===== src/rtl/equal_check_pkg.sv =====
// Shared types and LFSR helper for the equality-comparator cross-check sequencer.
// Holds the FSM state enum, the Galois feedback mask and the LFSR step function.
package equal_check_pkg;

    typedef enum logic [2:0] {
        S_IDLE,
        S_APPLY,
        S_SETTLE,
        S_SAMPLE,
        S_DONE
    } state_t;

    // x^32 + x^22 + x^2 + x + 1, right-shifting Galois form
    localparam logic [31:0] LFSR_MASK = 32'h8020_0003;

    function automatic logic [31:0] lfsr_next(input logic [31:0] v);
        return (v >> 1) ^ (v[0] ? LFSR_MASK : 32'h0);
    endfunction

endpackage


===== src/rtl/equal_check_lfsr.sv =====
// 32-bit Galois LFSR operand source with synchronous reload.
// Ports: clk, rst (sync, active-high), load (reload SEED), step (advance once), value (state).
module equal_check_lfsr
    import equal_check_pkg::*;
#(
    parameter logic [31:0] SEED = 32'hACE1_2011
) (
    input  logic        clk,
    input  logic        rst,
    input  logic        load,
    input  logic        step,
    output logic [31:0] value
);

    always_ff @(posedge clk) begin
        if (rst || load) begin
            value <= SEED;
        end else if (step) begin
            value <= lfsr_next(value);
        end
    end

endmodule


===== src/rtl/equal_check_seq.sv =====
// Cross-check sequencer: drives LFSR operands to a reference and a DUT comparator,
// samples both after a settle delay and checks them against a golden a==b.
// Ports: clk, rst, start, abort in; a, b operands out; res_ref, res_dut in;
// busy, done, pass, err_pulse status; err_cnt, vec_cnt, first_a, first_b results.
module equal_check_seq
    import equal_check_pkg::*;
#(
    parameter int          WIDTH     = 16,
    parameter int          N_VECTORS = 20000,
    parameter int          SETTLE    = 2,
    parameter logic [31:0] SEED      = 32'hACE1_2011,
    parameter int          ERR_W     = 16
) (
    input  logic             clk,
    input  logic             rst,
    input  logic             start,
    input  logic             abort,
    output logic [WIDTH-1:0] a,
    output logic [WIDTH-1:0] b,
    input  logic             res_ref,
    input  logic             res_dut,
    output logic             busy,
    output logic             done,
    output logic             pass,
    output logic             err_pulse,
    output logic [ERR_W-1:0] err_cnt,
    output logic [31:0]      vec_cnt,
    output logic [WIDTH-1:0] first_a,
    output logic [WIDTH-1:0] first_b
);

    localparam logic [3:0]  SETTLE_INIT = 4'(SETTLE > 0 ? SETTLE - 1 : 0);
    localparam logic [31:0] N_LAST      = 32'(N_VECTORS);

    state_t      state;
    state_t      state_next;
    logic [3:0]  settle_cnt;
    logic [31:0] lfsr;
    logic [31:0] vec_next;
    logic        go;
    logic        exp_eq;
    logic        mismatch;

    // A run is (re)started only from IDLE/DONE, and abort always wins over start
    assign go       = (state == S_IDLE || state == S_DONE) && start && !abort;
    assign vec_next = vec_cnt + 32'd1;
    assign exp_eq   = (a == b);
    assign mismatch = (res_ref != exp_eq) || (res_dut != exp_eq);

    equal_check_lfsr #(
        .SEED(SEED)
    ) u_lfsr (
        .clk  (clk),
        .rst  (rst),
        .load (go),
        .step (state == S_APPLY),
        .value(lfsr)
    );

    always_ff @(posedge clk) begin
        if (rst) begin
            state <= S_IDLE;
        end else begin
            state <= state_next;
        end
    end

    always_comb begin
        state_next = state;
        unique case (state)
            S_IDLE: begin
                if (start && !abort) state_next = S_APPLY;
            end
            S_APPLY: begin
                if (abort)           state_next = S_IDLE;
                else if (SETTLE > 0) state_next = S_SETTLE;
                else                 state_next = S_SAMPLE;
            end
            S_SETTLE: begin
                if (abort)                state_next = S_IDLE;
                else if (settle_cnt == 0) state_next = S_SAMPLE;
            end
            S_SAMPLE: begin
                if (abort)                 state_next = S_IDLE;
                else if (vec_next == N_LAST) state_next = S_DONE;
                else                       state_next = S_APPLY;
            end
            S_DONE: begin
                if (start) state_next = abort ? S_IDLE : S_APPLY;
            end
            default: state_next = S_IDLE;
        endcase
    end

    always_comb begin
        busy      = (state == S_APPLY) || (state == S_SETTLE) || (state == S_SAMPLE);
        done      = (state == S_DONE);
        pass      = done && (err_cnt == '0);
        err_pulse = (state == S_SAMPLE) && mismatch;
    end

    always_ff @(posedge clk) begin
        if (rst) begin
            a          <= '0;
            b          <= '0;
            settle_cnt <= '0;
            err_cnt    <= '0;
            vec_cnt    <= '0;
            first_a    <= '0;
            first_b    <= '0;
        end else if (go) begin
            err_cnt <= '0;
            vec_cnt <= '0;
            first_a <= '0;
            first_b <= '0;
        end else begin
            unique case (state)
                S_APPLY: begin
                    // every 4th vector is forced equal to exercise the a==b path
                    a          <= lfsr[WIDTH-1:0];
                    b          <= (vec_cnt[1:0] == 2'd0) ? lfsr[WIDTH-1:0]
                                                         : lfsr[WIDTH+15:16];
                    settle_cnt <= SETTLE_INIT;
                end
                S_SETTLE: begin
                    if (settle_cnt != 0) settle_cnt <= settle_cnt - 4'd1;
                end
                S_SAMPLE: begin
                    vec_cnt <= vec_next;
                    if (mismatch) begin
                        if (err_cnt != '1) err_cnt <= err_cnt + 1'b1;
                        if (err_cnt == '0) begin
                            first_a <= a;
                            first_b <= b;
                        end
                    end
                end
                default: ;
            endcase
        end
    end

endmodule


===== config.mk =====
export PLATFORM = sky130hd
export DESIGN_NAME = equal_check_seq
export DESIGN_NICKNAME = d
export VERILOG_FILES = /design/src/rtl/equal_check_pkg.sv /design/src/rtl/equal_check_lfsr.sv /design/src/rtl/equal_check_seq.sv
export SDC_FILE = /design/constraint.sdc
export NUM_CORES = 1
export LEC_CHECK = 0
export CORE_MARGIN = 8
export CORE_UTILIZATION = 50
export CTS_CLUSTER_DIAMETER = 80
export DETAILED_ROUTE_END_ITERATION = 16
export DONT_BUFFER_PORTS = 1
export PLACE_DENSITY = 0.62
export SETUP_SLACK_MARGIN = 0.1
export SYNTH_ARGS = -nofsm -noshare
export SYNTH_HDL_FRONTEND = slang
export SYNTH_SLANG_ARGS = --single-unit
export TNS_END_PERCENT = 1

===== constraint.sdc =====
create_clock -name clk -period 3.73 [get_ports clk]
set_input_delay 0.373 -clock clk [delete_from_list [all_inputs] [get_ports clk]]
set_output_delay 0.373 -clock clk [all_outputs]
set_load 0.03 [all_outputs]

==> impl_metrics.csv, run 1 <==
group,metric,value,unit
final_layout,syn2layout_area_growth,9.38,%
timing,fin_ws,417,ps
timing,setup_repair_after_global_routing_missed_its_margin,"no",
clock_network,clock_tree.htree_level_count,4,
clock_network,post_cts_resized,0,
clock_network,tritoncts_num_sinks,151,
hold_path,hold_path_class,"primary input to register",
die,die_x,136,microns
critical_path,data_required_time_at_the_worst_endpoint,3360,ps
die,io_pins,122,
status,outcome,"finished, final reports clean",
synthesis,mux_cell_area_share_after_synthesis,0.0754,
clock_network,numCtsBuffers,17,
timing,minimum_clock_period,3310,ps
timing,final.period_utilization,0.888,
synthesis,synthesis.area_per_instance,8.32,sq um
synthesis,synth_compound_area_frac,0.111,
clock_network,clock_insertion_delay_worst_skew,430,ps
hold_path,hold_path_depth,1,
synthesis,synth-adder-area-share,0.0136,
die,core.rowCount,44,
grt,antenna_found_initial,0,
placed_design,placedCellCount,1002,
timing,final_setup_vio_count,0,
power,power.static_leakage,2.67,nW
route,drc,0,
grt,all_layer_global_routing_usage,0.201,
route,routed_wirelength,18700,microns
synthesis,synthesis.area,0.00719,sq mm
timing,timing.fmax,302,MHz
placed_design,dp_hpwl,13300,microns
placed_design,cell_area_placed,0.00731,sq mm
grt,grt_overflow,0,
timing,hold-worst-slack,20.6,ps
synthesis,synth_xor_area_frac,0.0658,
grt,largest_net_degree_at_the_start_of_global_routing,81,
final_layout,final_cell_count_no_fill,1033,
synthesis,synth_top_flop_cell,"dfxtp_1",
synthesis,postSynthCellCount,864,
synthesis,synth.ff_latch_count,151,
final_layout,fillCellCount,1334,
final_layout,antennaDiodeCount,0,
critical_path,data_arrival_time_of_the_critical_path,2940,ps
route,routed_via_density,5.78,
die,core_region_area,0.0143,sq mm
synthesis,synth_top_family_by_area,"simple AND/OR/NAND/NOR gates",
synthesis,synthDominantCellAreaShare,0.421,
synthesis,count_of_distinct_cell_types_in_the_synthesized_netlist,62,
critical_path,setup.worst_path.class,"register to output pin",
final_layout,final_layout_size_suffix_gt1_frac,0.0766,
route,vias_post_dr,5972,
timing,clock-skew-final,13.0,ps
synthesis,synth.yosys.seq_area_share,0.421,
critical_path,start_kind,"register",
die,die_height,136,microns
route,dr.pass1.iters,5,
placed_design,placement.io_buffers,0,
flow_run,maxCapViolCount,0,
final_layout,design_area,0.00786,sq mm
route,avgRoutedWirePerCell,18.1,microns
die,dieArea,0.0185,sq mm
route,route.antenna.remaining_nets,0,
clock_network,cts_buffer_depth,2,
grt,first_pass_grt_wire_length,29600,microns
clock_network,cts_tree,"built",
die,initial_core_util,0.502,
timing,tightestPinTransition,1090,ps
placed_design,place.gp.congestion,0.857,
synthesis,synth_area_leader_cell,"dfxtp_1",
placed_design,placement.setup.worst_slack,799,ps
synthesis,synth_top_cells_by_area,"dfxtp_1 42%, nand2_1 8.9%, mux2i_1 7.4%",
timing,total_count_of_max_transition_violations_in_the_final_report,0,
final_layout,num-nets-final,851,
synthesis,synth-simple-area-share,0.269,
power,max_vdd_drop,0.000311,V
power,p_per_area,472,mW/mm^2
critical_path,kind_of_end_point_of_the_critical_path,"output pin",
synthesis,yosysMostFrequentCell,"nand2_1",
timing,final.setup.tns,0,ps
synthesis,most_common_library_cells_after_synthesis,"171 x nand2_1, 151 x dfxtp_1, 63 x nor2_1",
timing,slew_headroom,0.273,
synthesis,synth_edf_count,0,
synthesis,synth_async_sr_flop_share,0,
critical_path,critical_path.max_fanout,13,
synthesis,synth_warnings,0,
clock_network,clk_transition_reported_paths,60,ps
timing,timing.final.hold_violations,0,
critical_path,reg2reg_depth,7,
synthesis,synth_net_count,877,
clock_network,ctsRootBufferMaster,"clkbuf_16",
route,iteration_0_drc_count_of_the_detailed_router,484,
grt,first_global_vias,5426,
[critical path, stage by stage, from the launching register on]
cell and delay (ps):
dfxtp_1 630, xnor2_1 220, nand4_1 130, nor4_2 510, mux2i_2 690, nor2_1 320
[registers in the layout (all words and copies together), names as in the netlist, 4 cells and up]
signal / cells
vec_cnt: 32
u_lfsr.value: 32
b: 16
first_b: 16
first_a: 16
err_cnt: 16
a: 16
settle_cnt: 4
[path summary, 6_finish.rpt]
| kind | start | end | slack, ps |
|---|---|---|---|
| setup reg to reg | b[8] | first_b[11] | 820 |
| hold reg to reg | u_lfsr.value[28] | u_lfsr.value[28] | 470 |
| hold / removal | abort | state[1] | 20 |
| setup / recovery | b[8] | err_pulse | 420 |
[cell type report]
type / instances / area, sq um / share of cell area
clock buffers: 19 / 433 / 0.0551
repair buffers: 17 / 130 / 0.0166
clock inverters: 11 / 104 / 0.0132
inverters: 17 / 63.8 / 0.00812
well taps: 184 / 230 / 0.0293
flip-flops and latches: 151 / 3020 / 0.385
multi-input cells: 634 / 3880 / 0.493
[stage by stage]
step | util | total power, mW
2_1_floorplan | - | 2.06
3_3_place_gp | 0.511 | 2.15
3_5_place_dp | 0.511 | 2.16
4_1_cts | 0.549 | 3.74
5_1_grt | 0.549 | 3.85
6_report | 0.549 | 3.71
[kinds of logic (layout without fill, tap and decap cells)]
family / Yosys count / count (layout)
and+or+nand+nor: 392 / 392
adders and majority gates: 8 / 8
muxes: 54 / 54
AOI/OAI and AO/OA: 126 / 126
DFF: 151 / 151
xor gates and xnor gates: 54 / 54
buffers and inverters: 79 / 64
[timing repair]
action | in CTS | in global routing
buffers inserted | 0 | 0
hold buffers | 0 | 1
hold endpoints to repair | 0 | 12
[power by group]
group          leakage (nW)  total [mW]  switching [mW]  internal [mW]
Sequential             1.22        1.77           0.100           1.67
Clock                 0.259        1.58           0.670          0.911
Combinational          1.19       0.362           0.240          0.122
[layer usage]
layer | part of all wire | track usage | vias to the layer above
li1 | - | - | 2965
met1 | 0.44 | 0.263 | 2771
met2 | 0.45 | 0.299 | 205
met3 | 0.085 | 0.0676 | 31
met4 | 0.022 | 0.0818 | 0
met5 | 0 | 0 | -
[placed cells by master, fill, tap and decap left out, types with 3 or more instances in the layout]
| cell | instances |
|---|---|
| dfxtp_1 | 151 |
| ha_1 | 7 |
| buf_4 | 16 |
| clkbuf_16 | 17 |
| a311oi_1 | 3 |
| xor2_1 | 16 |
| o31ai_1 | 13 |
| o21ai_0 | 10 |
| mux2i_1 | 52 |
| nand2_1 | 171 |
| nor4_1 | 10 |
| nor4b_1 | 3 |
| or2_2 | 3 |
| or3_1 | 10 |
| or4_1 | 10 |
| nor3_1 | 11 |
| nand3_1 | 28 |
| and2_1 | 8 |
| nand2b_1 | 7 |
| and4_1 | 7 |
| clkinv_4 | 3 |
| xnor2_1 | 38 |
| a21oi_1 | 61 |
| nand4b_1 | 3 |
| inv_1 | 17 |
| nand4_1 | 27 |
| clkinv_2 | 3 |
| nor2_1 | 62 |
| a211oi_1 | 17 |
| and3_1 | 11 |
| nor3b_1 | 5 |
Note: power is estimated with default switching activity, not from simulation.
==> run 2: changes to the inputs <==
Clock period 3.73 ns to 3.34 ns, I/O delays scaled along.
==> run 2 against run 1 <==
Compared with the run above:
- clock skew shrank 4.2 ps
- routed wire length is 1.5% higher
- combinational power grew 40%
- largest cell class unchanged
- sequential share of layout area is 1.5 points lower
- clock power up 28%
==> impl_metrics.csv, run 2 (synthesis results as in run 1) <==
group,metric,value,unit
grt,grt_overflow,0,
route,dr.pass1.iters,5,
critical_path,setup.worst_path.class,"register to output pin",
clock_network,clk_transition_reported_paths,70,ps
clock_network,ctsRootBufferMaster,"clkbuf_16",
timing,timing.final.hold_violations,0,
power,total_power,4.44,mW
hold_path,hold_path_class,"primary input to register",
die,io_pins,122,
final_layout,antennaDiodeCount,0,
clock_network,numCtsBuffers,17,
final_layout,final_layout_size_suffix_gt1_frac,0.109,
grt,largest_net_degree_at_the_start_of_global_routing,81,
timing,minimum_clock_period,2960,ps
critical_path,data_arrival_time_of_the_critical_path,2630,ps
power,max_vdd_drop,0.000364,V
critical_path,cp_num_buf_inv,0,
die,core_region_area,0.0143,sq mm
clock_network,cts_buffer_depth,2,
timing,tightestPinTransition,881,ps
route,vias_post_dr,6151,
status,outcome,"finished, final reports clean",
placed_design,dp_hpwl,13700,microns
timing,slew_headroom,0.413,
timing,final_setup_vio_count,0,
die,core.rowCount,44,
critical_path,start_kind,"register",
grt,first_pass_grt_wire_length,31100,microns
clock_network,clock_tree.htree_level_count,4,
power,power.static_leakage,2.88,nW
die,die_x,136,microns
clock_network,tritoncts_num_sinks,151,
placed_design,place.gp.congestion,0.875,
final_layout,num-nets-final,879,
grt,antenna_found_initial,0,
critical_path,critical_path.max_fanout,9,
critical_path,worst_path_dominant_cell_family,"simple AND/OR/NAND/NOR gates",
placed_design,cell_area_placed,0.00752,sq mm
die,initial_core_util,0.502,
grt,first_global_vias,5854,
timing,hold-worst-slack,85.0,ps
clock_network,clock_insertion_delay_worst_skew,420,ps
timing,clock-skew-final,8.81,ps
clock_network,cts_tree,"built",
final_layout,syn2layout_area_growth,13.9,%
grt,all_layer_global_routing_usage,0.209,
die,die_height,136,microns
critical_path,worstPathCellList,"xnor2_1, nand4_1, nor4_2, mux2i_2, nor2_1",
route,iteration_0_drc_count_of_the_detailed_router,550,
final_layout,final_common_cell,"nand2_1",
critical_path,data_required_time_at_the_worst_endpoint,3010,ps
route,routed_via_density,5.79,
timing,total_count_of_max_transition_violations_in_the_final_report,0,
final_layout,layout_common_cells,"171 x nand2_1, 151 x dfxtp_1, 62 x nor2_1, 61 x a21oi_1, 52 x mux2i_1",
timing,timing.fmax,338,MHz
route,avgRoutedWirePerCell,17.9,microns
flow_run,maxCapViolCount,0,
route,route.antenna.remaining_nets,0,
clock_network,cts_setup_buffers,0,
placed_design,placement.io_buffers,0,
critical_path,kind_of_end_point_of_the_critical_path,"output pin",
critical_path,critical_path.slowest_cell,"dfxtp_1",
timing,final.period_utilization,0.887,
route,drc,0,
final_layout,biggestRegsByFlops,"u_lfsr.value x32, vec_cnt x32",
final_layout,design_area,0.00819,sq mm
timing,final.setup.tns,0,ps
critical_path,critPathMaxStageDelay,600,ps
final_layout,final_util,0.572,
die,dieArea,0.0185,sq mm
route,routed_wirelength,19000,microns
power,p_per_area,542,mW/mm^2
timing,setup_repair_after_global_routing_missed_its_margin,"no",
run 2: per-stage QoR:
| stage | instances | setup WS [ps] |
|---|---|---|
| CTS | 1063 | 313 |
| floorplan | 864 | 567 |
| detailed placement | 1028 | 599 |
| finish | 1063 | 377 |
| global placement | 1028 | 696 |
| global route | 1063 | 243 |
run 2: report_power, final:
group	leakage (nW)	internal, mW	switching, mW	total [mW]
Clock	0.307	1.22	0.802	2.02
Sequential	1.22	1.86	0.0472	1.91
Combinational	1.35	0.163	0.345	0.508
Total	2.88	3.24	1.19	4.44
run 2: worst min-delay path, cell delays in order:
cell	delay [ps]
nor3_1	30
nand2_1	60
a21oi_1	30
run 2: area by class of cell:
class | instances | area, sq um
clock buffer | 18 | 439
fill | 1292 | 6130
sequential | 151 | 3020
inverter | 17 | 63.8
tap | 184 | 230
clock inverter | 14 | 186
timing repair buffer | 45 | 368
multi-input combinational | 634 | 3880
run 2: path summary, 6_finish.rpt:
kind,startpoint,to,slack [ps],depth (start not counted)
setup / recovery,b[2],err_pulse,380,5
hold / removal,rst,state[0],90,3
setup reg to reg,vec_cnt[4],state[2],610,6
hold reg to reg,u_lfsr.value[9],u_lfsr.value[9],470,2
run 2: timing repair:
item	in CTS	in global routing
endpoints found under the hold margin	37	0
hold buffers	3	0
resized for setup	0	0
run 2: routing by layer:
metal / vias to the layer above / GRT usage / share of wire
met1: 2929 / 0.283 / 0.45
met4: 0 / 0.0592 / 0.012
met3: 16 / 0.0658 / 0.078
li1: 3027 / - / -
met5: - / 0 / 0
met2: 179 / 0.312 / 0.46
==> run 3: changes to the inputs <==
Settings changed: CORE_UTILIZATION 50 to 36, PLACE_DENSITY 0.62 to 0.47.
==> run 3 against run 2 <==
Compared with the run above:
- sequential share of layout area decreased by 0.56 points
- power increased by 1.3%
- setup slack improved by 89 ps
- final area increased by 1.5%
- non-clock buffer count increased by 4
- utilization decreased by 15 points
- register-to-register slack about the same
- highest routed layer unchanged
==> impl_metrics.csv, run 3 (synthesis results as in run 1) <==
group,metric,value,unit
status,outcome,"finished, final reports clean",
die,die_x,157,microns
hold_path,hold_path_class,"primary input to register",
timing,slew_headroom,0.385,
final_layout,num-nets-final,883,
power,power.sequential.fraction,0.424,
grt,grt_overflow,0,
critical_path,data_required_time_at_the_worst_endpoint,3010,ps
final_layout,layout_common_cells,"171 x nand2_1, 151 x dfxtp_1, 62 x nor2_1, 61 x a21oi_1, 52 x mux2i_1",
timing,total_count_of_max_transition_violations_in_the_final_report,0,
clock_network,clock_tree.htree_level_count,4,
grt,globalRoute.busiestLayer,"met2",
timing,setup_repair_after_global_routing_missed_its_margin,"no",
grt,first_pass_grt_wire_length,32800,microns
timing,minimum_clock_period,2870,ps
grt,all_layer_global_routing_usage,0.167,
route,route.antenna.remaining_nets,0,
grt,groute.layer.met2.usage,0.253,
die,dieArea,0.0247,sq mm
flow_run,maxCapViolCount,0,
die,die_height,157,microns
clock_network,cts.hold.buffers_added,2,
power,switching_power_total,1.23,mW
route,dr.pass1.iters,4,
route,routed_via_density,5.34,
timing,tightestPinTransition,922,ps
grt,first_global_vias,5852,
timing,timing.final.hold_violations,0,
timing,final.period_utilization,0.860,
clock_network,ctsRootBufferMaster,"clkbuf_16",
route,avgRoutedWirePerCell,17.9,microns
clock_network,cts_tree,"built",
power,p_per_area,541,mW/mm^2
final_layout,final_util,0.426,
clock_network,post_cts_resized,0,
critical_path,data_arrival_time_of_the_critical_path,2540,ps
grt,gr-usage-met3,0.0463,
clock_network,clk_transition_reported_paths,60,ps
placed_design,dp_hpwl,14600,microns
route,routed_wirelength,20600,microns
die,core_region_area,0.0195,sq mm
power,p_comb_frac,0.115,
route,drc,0,
route,iteration_0_drc_count_of_the_detailed_router,445,
power,share_clk_of_total_power,0.461,
clock_network,tritoncts_num_sinks,151,
placed_design,placement.io_buffers,0,
clock_network,cts_buffer_depth,2,
power,max_vdd_drop,0.000363,V
power,sw_frac_of_total,0.274,
timing,clock-skew-final,10.0,ps
grt,largest_net_degree_at_the_start_of_global_routing,81,
final_layout,syn2layout_area_growth,15.7,%
critical_path,kind_of_end_point_of_the_critical_path,"output pin",
die,initial_core_util,0.368,
clock_network,cts_setup_buffers,0,
timing,final.setup.tns,0,ps
critical_path,critical_path.max_fanout,28,
grt,antenna_found_initial,0,
final_layout,final_layout_size_suffix_gt1_frac,0.114,
final_layout,fillCellCount,2003,
clock_network,clock_insertion_delay_worst_skew,430,ps
clock_network,numCtsBuffers,17,
power,intPower,3.27,mW
die,io_pins,122,
timing,timing.fmax,348,MHz
final_layout,biggestRegsByFlops,"u_lfsr.value x32, vec_cnt x32",
die,core.rowCount,51,
final_layout,antennaDiodeCount,0,
grt,global_route.usage.met1,0.223,
timing,final_setup_vio_count,0,
critical_path,start_kind,"register",
critical_path,setup.worst_path.class,"register to output pin",
final_layout,final_common_cell,"nand2_1",
placed_design,place.gp.congestion,0.840,
route,vias_post_dr,6136,
power,power.static_leakage,2.90,nW
==> run 3: cell count changes in the layout (fill, tap and decap cells not counted) <==
cell,delta
clkbuf_8,+1
buf_4,+6
buf_12,-1
clkinv_4,+1
clkinv_2,-1
inv_6,-1
dlygate4sd3_1,-1
==> run 3: area by class of cell <==
| cell class | count | area [sq um] | share of cell area |
|---|---|---|---|
| clock buffer | 19 | 453 | 0.0545 |
| clock inverter | 13 | 181 | 0.0218 |
| inverter | 17 | 63.8 | 0.00768 |
| multi-input combinational | 634 | 3880 | 0.466 |
| sequential | 151 | 3020 | 0.364 |
| tap | 265 | 332 | 0.0399 |
| timing repair buffer | 49 | 383 | 0.0461 |
==> run 3: stage by stage <==
| stage | std cells | hold slack, ps | area [sq um] | worst slack, ps | power (mW) |
|---|---|---|---|---|---|
| final | 1148 | 84.9 | 8310 | 466 | 4.50 |
| after global placement | 1114 | 414 | 7650 | 718 | 2.45 |
| after CTS | 1148 | 66.0 | 8310 | 434 | 4.55 |
| after detailed placement | 1114 | 416 | 7650 | 624 | 2.46 |
| after global routing | 1148 | 84.4 | 8310 | 299 | 4.68 |
| after floorplan | 864 | 411 | 7190 | 567 | 2.30 |
==> run 3: final timing paths <==
kind	to	start	slack [ps]	cells after the start
max reg2reg	state[2]	vec_cnt[8]	620	6
min reg2reg	u_lfsr.value[25]	u_lfsr.value[26]	470	2
min	state[0]	rst	80	3
max	err_pulse	b[13]	470	7
==> run 3: layer usage <==
layer	vias up	wire, microns
li1	3040	-
met3	23	1560
met1	2910	9670
met4	0	277
met2	163	9050
met5	-	0
==> run 3: critical path: stages, from the launching register on <==
cell and delay (ps):
dfxtp_1 300, buf_4 180, xnor2_1 160, nand4_1 200
nor4_2 460, mux2i_2 110, buf_4 240, nor2_1 470
==> run 3: power by group through the flow <==
stage / Combinational [mW] / Sequential (mW) / Clock, mW
floorplan: 0.290 / 2.01 / 0
global placement: 0.507 / 1.95 / 0
detailed placement: 0.510 / 1.95 / 0
CTS: 0.523 / 1.91 / 2.12
global route: 0.569 / 1.92 / 2.20
finish: 0.517 / 1.91 / 2.07
